## config.mk

```make
export PLATFORM = sky130hd
export DESIGN_NAME = ntt_sequencer
export DESIGN_NICKNAME = d
export VERILOG_FILES = /design/src/rtl/ntt_sequencer.sv
export SDC_FILE = /design/constraint.sdc
export NUM_CORES = 1
export LEC_CHECK = 0
export ABC_AREA = 0
export ABC_CLOCK_PERIOD_IN_PS = 5390
export BUFFER_PORTS_ARGS = -buffer_cell sky130_fd_sc_hd__buf_2
export CORE_MARGIN = 2
export CORE_UTILIZATION = 35
export DETAILED_ROUTE_END_ITERATION = 16
export GPL_TIMING_DRIVEN = 0
export MAX_ROUTING_LAYER = met4
export PLACE_DENSITY_LB_ADDON = 0.3
export SYNTH_ARGS = -nofsm -noshare
export SYNTH_HDL_FRONTEND = slang
export SYNTH_SLANG_ARGS = --single-unit
export TNS_END_PERCENT = 100
```

## constraint.sdc

```tcl
create_clock -name clk -period 5.39 [get_ports clk]
set_input_delay 0.2695 -clock clk [delete_from_list [all_inputs] [get_ports clk]]
set_output_delay 0.2695 -clock clk [all_outputs]
set_load 0.02 [all_outputs]
```

## src/rtl/ntt_sequencer.sv

```systemverilog
// ntt_sequencer: 7-layer in-place NTT/INTT sequencer for a 12-bit butterfly (q = 3329, n = 256)
// Define NTT_SEQ_PERF_EN to add the perf_cycles busy-cycle counter output.
module ntt_sequencer #(
    parameter int BF_LAT = 6
) (
    input  logic        clk,
    input  logic        rst,
    input  logic        start,
    input  logic        inv,
    output logic        busy,
    output logic        done,
    output logic [7:0]  ram_ra_a,
    output logic [7:0]  ram_ra_b,
    output logic        ram_re,
    input  logic [11:0] ram_rd_a,
    input  logic [11:0] ram_rd_b,
    output logic [6:0]  rom_ra,
    input  logic [11:0] rom_rd,
    output logic [11:0] bf_a,
    output logic [11:0] bf_b,
    output logic [11:0] bf_w,
    output logic        bf_ct,
    input  logic [11:0] bf_e,
    input  logic [11:0] bf_o,
    output logic [7:0]  ram_wa_a,
    output logic [7:0]  ram_wa_b,
    output logic [11:0] ram_wd_a,
    output logic [11:0] ram_wd_b,
    output logic        ram_we
`ifdef NTT_SEQ_PERF_EN
    ,
    output logic [15:0] perf_cycles
`endif
);
    localparam int WR_LAT = BF_LAT + 2;
    localparam int DW = $clog2(WR_LAT);

    typedef enum logic [1:0] {IDLE, ISSUE, DRAIN, DONE} state_t;

    state_t                   state_q;
    logic [2:0]               layer_q;
    logic [6:0]               idx_q;
    logic [DW-1:0]            drain_q;
    logic                     ct_q;
    logic                     busy_q;
    logic                     done_q;
    logic [WR_LAT-1:0][16:0]  wb_q;
    logic [16:0]              wb_d;
    logic                     issue;
    logic [3:0]               sh;
    logic [7:0]               len;
    logic [7:0]               grp;
    logic [7:0]               ja;
    logic [6:0]               tw;

    assign issue = state_q == ISSUE;

    // Address and twiddle generation; forward shrinks len per layer, inverse grows it
    always_comb begin
        sh  = ct_q ? 4'd7 - {1'b0, layer_q} : {1'b0, layer_q} + 4'd1;
        len = 8'd1 << sh;
        grp = {1'b0, idx_q} >> sh;
        ja  = (grp << (sh + 4'd1)) | ({1'b0, idx_q} & (len - 8'd1));
        tw  = 7'(ct_q ? (8'd1 << layer_q) + grp : (8'd128 >> layer_q) - 8'd1 - grp);
    end

    assign ram_re   = issue;
    assign ram_ra_a = issue ? ja : '0;
    assign ram_ra_b = issue ? ja + len : '0;
    assign rom_ra   = issue ? tw : '0;
    assign bf_ct    = ct_q;
    assign busy     = busy_q;
    assign done     = done_q;
    assign ram_wd_a = bf_e;
    assign ram_wd_b = bf_o;

    // Sequencer: one butterfly per ISSUE cycle, WR_LAT-cycle drain between layers
    always_ff @(posedge clk or posedge rst) begin
        if (rst) begin
            state_q <= IDLE;
            layer_q <= '0;
            idx_q   <= '0;
            drain_q <= '0;
            ct_q    <= 1'b0;
            busy_q  <= 1'b0;
            done_q  <= 1'b0;
        end else begin
            case (state_q)
                IDLE: begin
                    if (start) begin
                        ct_q    <= ~inv;
                        layer_q <= '0;
                        idx_q   <= '0;
                        busy_q  <= 1'b1;
                        state_q <= ISSUE;
                    end
                end
                ISSUE: begin
                    idx_q   <= idx_q + 7'd1;
                    drain_q <= '0;
                    if (idx_q == 7'd127)
                        state_q <= DRAIN;
                end
                DRAIN: begin
                    drain_q <= drain_q + DW'(1);
                    if (drain_q == DW'(WR_LAT - 1)) begin
                        if (layer_q != 3'd6) begin
                            layer_q <= layer_q + 3'd1;
                            state_q <= ISSUE;
                        end else begin
                            busy_q  <= 1'b0;
                            done_q  <= 1'b1;
                            state_q <= DONE;
                        end
                    end
                end
                DONE: begin
                    done_q  <= 1'b0;
                    state_q <= IDLE;
                end
                default: state_q <= IDLE;
            endcase
        end
    end

    // Operand stage: RAM/ROM data registered into the butterfly inputs
    always_ff @(posedge clk or posedge rst) begin
        if (rst) begin
            bf_a <= '0;
            bf_b <= '0;
            bf_w <= '0;
        end else begin
            bf_a <= ram_rd_a;
            bf_b <= ram_rd_b;
            bf_w <= rom_rd;
        end
    end

    assign wb_d = {issue, ram_ra_a, ram_ra_b};

    // Writeback delay line carrying {valid, a_addr, b_addr} to match butterfly latency
    always_ff @(posedge clk or posedge rst) begin
        if (rst)
            wb_q <= '0;
        else
            wb_q <= {wb_q[WR_LAT-2:0], wb_d};
    end

    assign {ram_we, ram_wa_a, ram_wa_b} = wb_q[WR_LAT-1];

`ifdef NTT_SEQ_PERF_EN
    logic [15:0] perf_q;

    // Busy-cycle counter, cleared when a start is accepted and held after done
    always_ff @(posedge clk or posedge rst) begin
        if (rst)
            perf_q <= '0;
        else if (state_q == IDLE && start)
            perf_q <= '0;
        else if (busy_q)
            perf_q <= perf_q + 16'd1;
    end

    assign perf_cycles = perf_q;
`endif
endmodule
```

* After elaboration in Yosys (flattened, before gate mapping)
Cells that the tools add are included.
** Storage, ports and cells
- Register bits :: 190
- Input bits :: 64
- Output and inout port bits :: 104
- Word-level logic and storage cells :: 83
** Cells by class
- Add/subtract/negate cells :: 11
- Equal/unequal tests :: 11
- Shift-type cells :: 5
- Muxes and demuxes :: 24
- Bitwise operators :: 3
- Reductions and logical operators :: 11
** Operator list (number)
- $mux W7 :: 3
- $mux W8 :: 2
- $pmux W7 S2 :: 1
- $pmux W3 S2 :: 2
- $mux W3 :: 3
- $add A8 B8 Y8 :: 1
- $and A7 B8 Y8 :: 1
- $mux W2 :: 4
- $ne A2 B2 Y1 const B :: 4
- $or A8 B8 Y8 :: 1
- $pmux W2 S4 :: 1
- $reduce_and A4 Y1 :: 2
- $reduce_bool A2 Y1 :: 4
- $shl A1 B4 Y8 const A :: 1
- $shl A8 B4 Y8 :: 1
- $shr A7 B4 Y8 :: 1
- $shr A8 B3 Y7 const A :: 1
- $sub A8 B1 Y8 const B :: 1
- $add A7 B1 Y7 const B :: 1
- $add A7 B7 Y7 :: 1
- $eq A7 B7 Y1 const B :: 1
- $shl A1 B3 Y7 const A :: 1
- $sub A7 B1 Y7 const B :: 1
- $sub A7 B7 Y7 :: 1
- other kinds (16) :: 25

* Logic depth before layout (Yosys ltp)
Gate-level depths: netlist of the first run.
- Depth in word-level cells :: 8
- Gate-level depth with buffers :: 18

* Least setup slack after synthesis of the first run
Ideal clock, no wire load.
- Kind :: register to output
- Start :: register layer_q[0]
- End :: output port rom_ra[6]
- Arrival time :: 4082 ps
- Required time :: 5121 ps
- Path slack :: 1038 ps
- Stages on the path, launching flop included :: 18
- Buffers on the path :: 1
- Path through :: dfrtp_1 -> clkbuf_8 -> clkinv_1 -> ha_1 -> nor2b_1 -> nor2_1 -> o211ai_1 -> o211ai_1 -> o21ai_0 -> and2_1 -> ha_1 -> fa_1 -> a21o_1 -> a21oi_1 -> o31ai_1 -> nor4b_1 -> nor3_1 -> nor3_1
** Between the ends
- Word-level cells in the longest chain between the ends :: 6
- Elaborated cells between the ends (all ways) :: 11
** Ends and longest elaborated chain
- from (decl) :: line 41 : logic [2:0] layer_q;
- from (signal assigned) :: line 108 : layer_q <= layer_q + 3'd1;
- $add A3 B1 Y4 / $sub A3 B3 Y4 (equally long branches) :: line 60 : sh = ct_q ? 4'd7 - {1'b0, layer_q} : {1'b0, layer_q} + 4'd1;
- $mux W4 :: line 60
- $shr A7 B4 Y8 :: line 62 : grp = {1'b0, idx_q} >> sh;
- $sub A7 B7 Y7 / $add A7 B7 Y7 (equally long branches) :: line 64 : tw = 7'(ct_q ? (8'd1 << layer_q) + grp : (8'd128 >> layer_q) - 8'd1 - grp);
- $mux W7 (*) :: line 64
- $mux W7 (*) :: line 70 : assign rom_ra = issue ? tw : '0;
- to (decl) :: line 17 : output logic [6:0] rom_ra,
Every way passes the cells marked *; elsewhere a longest branch is shown, timed or not.

* Worst setup path in the final report of the first run
- Start :: register layer_q[1]
- End :: output port ram_ra_b[6]
** Between the ends
- Word-level cells in the longest chain between the ends :: 8
- Elaborated cells between the ends (all ways) :: 12
** Ends and longest elaborated chain
- $add A3 B1 Y4 / $sub A3 B3 Y4 (equally long branches) :: line 60
- $mux W4 (*) :: line 60
- $shl A1 B4 Y8 :: line 61 : len = 8'd1 << sh;
- $sub A8 B1 Y8 :: line 63 : ja = (grp << (sh + 4'd1)) | ({1'b0, idx_q} & (len - 8'd1));
- $and A7 B8 Y8 :: line 63
- $or A8 B8 Y8 :: line 63
- $add A8 B8 Y8 (*) :: line 69 : assign ram_ra_b = issue ? ja + len : '0;
- $mux W8 (*) :: line 69
- to (decl) :: line 13 : output logic [7:0] ram_ra_b,
Marks and branches as above.

==> results.tsv, run 1 <==
metric	value	unit
status	finished clean	
crit path cell chain	ha_2 > ha_1 > or2b_2 > nand2_2 > inv_1 > ha_1 > buf_2 > nand2_1 > o32ai_1 > ha_1 > nor2b_1 > o21ai_0 > a21boi_1 > o21ai_0 > a21boi_0 > nor3_2 > buf_2	
Startpoint Class	flip-flop	
DRT Pass-1 Iters	4	
clk sink count	190	
syn_area_per_cell	12.1	um^2
die height	152	um
DRC	0	
worst-path fanout max	10	
syn_nets	740	
Synth area leader	dfrtp_1	
Post-CTS Repair Setup Buffers	0	
antenna violations before repair	0	
num rows	54	
post-synth top area share	61.7	%
reg2reg start	layer_q[1]	
Hold Crit Class	in2reg	
Max rail drop VDD	190	uV
setup ws final	364	ps
Slew headroom	50.6	%
post-synthesis sequential area ratio	61.7	%
Worst Min Path Start	inv	
Clk Latency, worst-skew pair	430	ps
CTS Root Cell	clkbuf_16	
final setup fails	0	
GRT Total Usage	15.7	%
Post-synth EDFFs	0	
P&R area growth vs syn	28.4	%
die width	152	um
setup slack, reg-to-reg	1150	ps
synthesized area	7700	um^2
clock skew	17.4	ps
commonest register cell after synthesis	dfrtp_1	
CTS HTree Levels	4	
ANT cells	0	
Worst setup EP type	output port	
DP HPWL	12500	um
Period Utilization, post-route	93.2	%
Post-synth top cells	dfrtp_1 (190), nand2_1 (44), buf_4 (41), inv_1 (36), ha_1 (35)	
Num CTS Buffers	17	
largest stage delay on the critical path	500	ps
CTS tree	built	
fin. max-slew vios	0	
Area contributors post-synth	dfrtp_1 (62%), ha_1 (5.7%), buf_4 (4.0%)	
Die ar.	23200	um^2
clock buffer depth	2	
Max stage delay cell, worst path	dfrtp_1	
critical path class	reg2out	
ys async rst share	100	%
Clk pin slew, worst setup/hold paths	70	ps
Overflow after GRT	0	
Tightest Pin Transition	721	ps
vias in the first global route	5203	
leakage	4.71	nW
routed len/inst	15.2	um
PwrDens	280	nW/um^2
Syn Inst Count	638	
Yosys warning total	0	
Cell variety after synth	70	
RSZ-0062 raised after global routing	no	
RR Endpoint	wb_q[6]	
largest net degree at the start of global routing	45	
Core Region	21700	um^2
I/O Pins	168	
# Max-Cap Violations	0	
Max Freq	199	MHz
DRT antenna net count	0	
CP dominant cell by count	ha_1	
IO Port Bufs	143	
GPL Wtd Cong	0.922	
Setup TNS Final	0	ps
crit path DAT	4760	ps
total wire length	17200	um
Seq cells post-synth	190	
WHS Endpoint	bf_ct	
initial DRC count	258	
DR vias/cell	4.67	
CP required	5120	ps
Starting Density	35.5	%
# nets final	944	
ratio of cells with drive above 1 in the final layout	30.6	%
post-place setup slack	36.7	ps
hold path cells	2	
utilization after layout	45.6	%
first-pass GRT wire length	27900	um
top-count cell post-synth	dfrtp_1	
routed via count	5300	
Final min period	5030	ps
final hold viol count	0	
FF-to-FF path depth	16	
[cell usage in the layout, fill, tap and decap left out, drive strengths merged, types with 4 or more instances in the layout]
cell           n
mux2i          8
nand2b         5
dlygate4sd3   37
nor2          30
o21ai         35
dfrtp        190
xnor2          8
clkinv         6
nand3         24
o211ai         4
and2          10
a21o           7
a21oi         30
clkbuf        29
nand2         45
nor2b          9
a211o          4
ha            35
clkinvlp       4
nor3          17
inv           42
buf          198
a31oi          7
and3           4
a211oi         7
[what timing repair did]
| action | in CTS | in global routing |
|---|---|---|
| setup endpoints to repair | 5 | 3 |
| resized for setup | 7 | 10 |
| hold buffers | 37 | 0 |
| hold endpoints to repair | 53 | 0 |
[worst max-delay path by stage]
stage | start | end | slack [ps]
CTS | layer_q[0] | ram_ra_b[6] | 20
global placement | layer_q[0] | ram_ra_b[6] | 8
global route | layer_q[1] | ram_ra_b[6] | 30
floorplan | layer_q[0] | rom_ra[6] | 1040
finish | layer_q[1] | ram_ra_b[6] | 360
detailed placement | layer_q[0] | ram_ra_b[6] | 40
[worst max-delay path, delay by kind of cell, from the launching register on]
kind / cells / cell delay [ps]
and+or+nand+nor: 5 / 990
buffers and inverters: 3 / 570
AOI/OAI and AO/OA: 5 / 1000
DFF: 1 / 500
adders and majority gates: 4 / 1260
[area by class of cell]
type	count	area, um^2
fill	2037	11800
sequential	190	4760
multi-input combinational	348	2430
timing repair buffer	185	1190
buffer	63	453
clock buffer	17	425
tap	280	350
clock inverter	15	149
inverter	37	146
[metrics by stage]
stage	hold slack, ps	power [mW]	instance area (um^2)	cells
final	21.1	2.77	9900	1135
after global routing	34.4	2.90	9900	1135
after CTS	7.03	2.82	9850	1135
after detailed placement	312	1.59	8870	1066
after global placement	331	1.58	8770	1061
after floorplan	301	1.54	7710	638
[layer usage]
metal / up-vias / track usage (%) / wire [um]
li1: 2572 / - / -
met1: 2560 / 19.7 / 7510
met2: 152 / 25.7 / 8510
met3: 16 / 3.81 / 991
met4: 0 / 4.27 / 211
met5: - / - / 0
[logic make-up after synthesis]
logic type                 after synthesis  share of synthesized area, %
xor gates and xnor gates                11                          1.25
adders and majority gates               38                          6.46
muxes                                   12                          1.77
DFF                                    190                          61.7
buffers and inverters                  100                          7.68
and+or+nand+nor                        159                          10.3
AOI/OAI and AO/OA                      128                          10.8
[sequential cells by signal, summed over array words and instances (netlist names)]
| register | count |
|---|---|
| bf_a | 12 |
| bf_b | 12 |
| bf_ct | 1 |
| bf_w | 12 |
| busy | 1 |
| done | 1 |
| drain_q | 3 |
| idx_q | 7 |
| layer_q | 3 |
| ram_wa_a | 8 |
| ram_wa_b | 8 |
| ram_we | 1 |
| state_q | 2 |
| wb_q | 119 |
[power breakdown]
group	internal [mW]	total, mW	switching, mW
clock	0.615	1.19	0.578
sequential	1.44	1.44	0.00283
combinational	0.0611	0.136	0.0748
total	2.11	2.77	0.656
(Power assumes the default switching activity.)
==> inputs of run 2 (changes only) <==
ABC_CLOCK_PERIOD_IN_PS = 4940   (was 5390)
MAX_ROUTING_LAYER = not set   (was met4)
PLACE_DENSITY = 0.6   (was not set)
PLACE_DENSITY_LB_ADDON = not set   (was 0.3)
clock period = 4.94 ns   (was 5.39 ns; I/O delays follow)
==> results.tsv, run 2 (synthesized netlist as in run 1, its figures left out) <==
metric	value	unit	change
WHS	79.7	ps	was 21.1 ps
Combinational Power Share	4.8	%	was 4.9%
antenna violations before repair	0		unchanged
Final min period	4760	ps	
clock skew	11.8	ps	was 17.4 ps
ANT cells	0		unchanged
ratio of cells with drive above 1 in the final layout	32.4	%	was 30.6%
final std cells w/o fill	1141		was 1135
sequential power share	51.1	%	was 52.0%
CP required	4690	ps	was 5120 ps
setup slack, reg-to-reg	940	ps	was 1150 ps
final hold viol count	0		unchanged
DRT antenna net count	0		unchanged
clock buffer depth	2		unchanged
Startpoint Class	flip-flop		unchanged
vias in the first global route	5381		was 5203
final setup fails	0		unchanged
# nets final	950		was 944
DP HPWL	12200	um	was 12500 um
Starting Density	35.5	%	unchanged
P&R area growth vs syn	30.7	%	was 28.4%
Period Utilization, post-route	96.4	%	
clock power share	44.1	%	was 43.1%
clk sink count	190		unchanged
# Max-Cap Violations	0		unchanged
critical path class	reg2out		unchanged
Max rail drop VDD	210	uV	was 190 uV
Buf/Inv on CP	4		was 3
Slew headroom	53.3	%	was 50.6%
P_int	2.33	mW	was 2.11 mW
GRT Total Usage	15.1	%	was 15.7%
routed len/inst	15.2	um	about the same
crit path cell chain	clkbuf_8 > inv_4 > ha_4 > nand2b_1 > buf_6 > nand2_4 > mux4_2 > a211oi_4 > o32ai_4 > ha_1 > a21o_1 > a21oi_2 > o21ai_0 > o41ai_2 > nand2_1 > mux2i_1 > buf_4		was ha_2 > ha_1 > or2b_2 > nand2_2 > inv_1 > ha_1 > buf_2 > nand2_1 > o32ai_1 > ha_1 > nor2b_1 > o21ai_0 > a21boi_1 > o21ai_0 > a21boi_0 > nor3_2 > buf_2
Worst setup EP type	output port		unchanged
Clk Latency, worst-skew pair	430	ps	about the same
Clk pin slew, worst setup/hold paths	80	ps	was 70 ps
CTS HTree Levels	4		unchanged
sw frac	24.2	%	was 23.7%
I/O Pins	168		unchanged
largest net degree at the start of global routing	46		was 45
CTS Root Cell	clkbuf_16		unchanged
max reg flops	119		unchanged
status	finished clean		unchanged
Placed Instances	1065		was 1066
Setup TNS Final	0	ps	unchanged
die width	152	um	unchanged
Hold Crit Class	in2reg		unchanged
fin. max-slew vios	0		unchanged
initial DRC count	270		was 258
CTS tree	built		unchanged
IO Port Bufs	143		unchanged
delay-heaviest family, CP	compound AO/OA/AOI/OAI gates		was adder cells
DR vias/cell	4.66		was 4.67
GPL Wtd Cong	0.900		was 0.922
crit path DAT	4510	ps	was 4760 ps
commonest non-fill, non-tap cells in the layout	dfrtp_1 (188), buf_2 (144), buf_4 (49), nand2_1 (43), dlygate4sd3_1 (38)		was dfrtp_1 (189), buf_2 (147), nand2_1 (43), buf_4 (41), dlygate4sd3_1 (37)
worst-path fanout max	10		unchanged
largest stage delay on the critical path	560	ps	was 500 ps
Num CTS Buffers	17		unchanged
Max stage delay cell, worst path	mux4_2		was dfrtp_1
Reg with most FFs	wb_q		unchanged
Overflow after GRT	0		unchanged
switching power	745	uW	was 656 uW
routed via count	5322		was 5300
leakage	4.79	nW	was 4.71 nW
Tightest Pin Transition	699	ps	was 721 ps
total wire length	17300	um	was 17200 um
Core Region	21700	um^2	unchanged
die height	152	um	unchanged
first-pass GRT wire length	27700	um	was 27900 um
Die ar.	23200	um^2	unchanged
commonest non-fill, non-tap cell in the layout	dfrtp_1		unchanged
PwrDens	305	nW/um^2	was 280 nW/um^2
Max Freq	210	MHz	
DRT Pass-1 Iters	6		was 4
DRC	0		unchanged
num rows	54		unchanged
-- run 2: area by class of cell --
class | instances | area [um^2]
Tap cell | 280 | 350
Inverter | 37 | 145
Timing Repair Buffer | 191 | 1230
Clock inverter | 14 | 168
Clock buffer | 18 | 439
Multi-Input combinational cell | 348 | 2530
Buffer | 63 | 457
Fill cell | 1990 | 11600
Sequential cell | 190 | 4760
-- run 2: through the flow --
stage	setup slack, ps	power, mW	utilization, %	instance area [um^2]
detailed placement	-263	1.73	40.8	8850
global placement	-225	1.72	40.5	8770
finish	180	3.08	46.4	10100
global route	-9.44	3.20	46.4	10100
CTS	15.3	3.12	45.8	9940
floorplan	611	1.68	-	7710
-- run 2: power by group through the flow --
stage | clock network [mW] | logic, mW | registers, mW
CTS | 1.40 | 0.150 | 1.57
detailed placement | 0 | 0.127 | 1.60
global route | 1.47 | 0.161 | 1.57
finish | 1.36 | 0.147 | 1.57
floorplan | 0 | 0.0513 | 1.62
global placement | 0 | 0.118 | 1.60
-- run 2: metal layers --
layer	track usage [%]	up-vias	share of wire, %
met5	0	-	0
met2	25.7	141	49
li1	-	2568	-
met1	18.8	2583	44
met3	3.53	30	4.3
met4	5.74	0	2.1
-- run 2: worst paths after layout --
kind                             from     endpoint  depth (start not counted)
setup / recovery           layer_q[0]  ram_ra_b[7]                         17
hold / removal                  start        bf_ct                          2
setup reg to reg           layer_q[0]      wb_q[7]                         16
hold reg to reg               wb_q[8]     wb_q[25]                          0
max in group asynchronous         rst      wb_q[1]                          5
min in group asynchronous         rst      bf_b[8]                          3
-- run 2: timing repair --
item	in CTS	in global routing
hold endpoints to repair	65	0
hold buffers	38	0
gates resized for setup	22	25
pin swaps	2	7
setup buffers	2	4
setup endpoints to repair	10	5
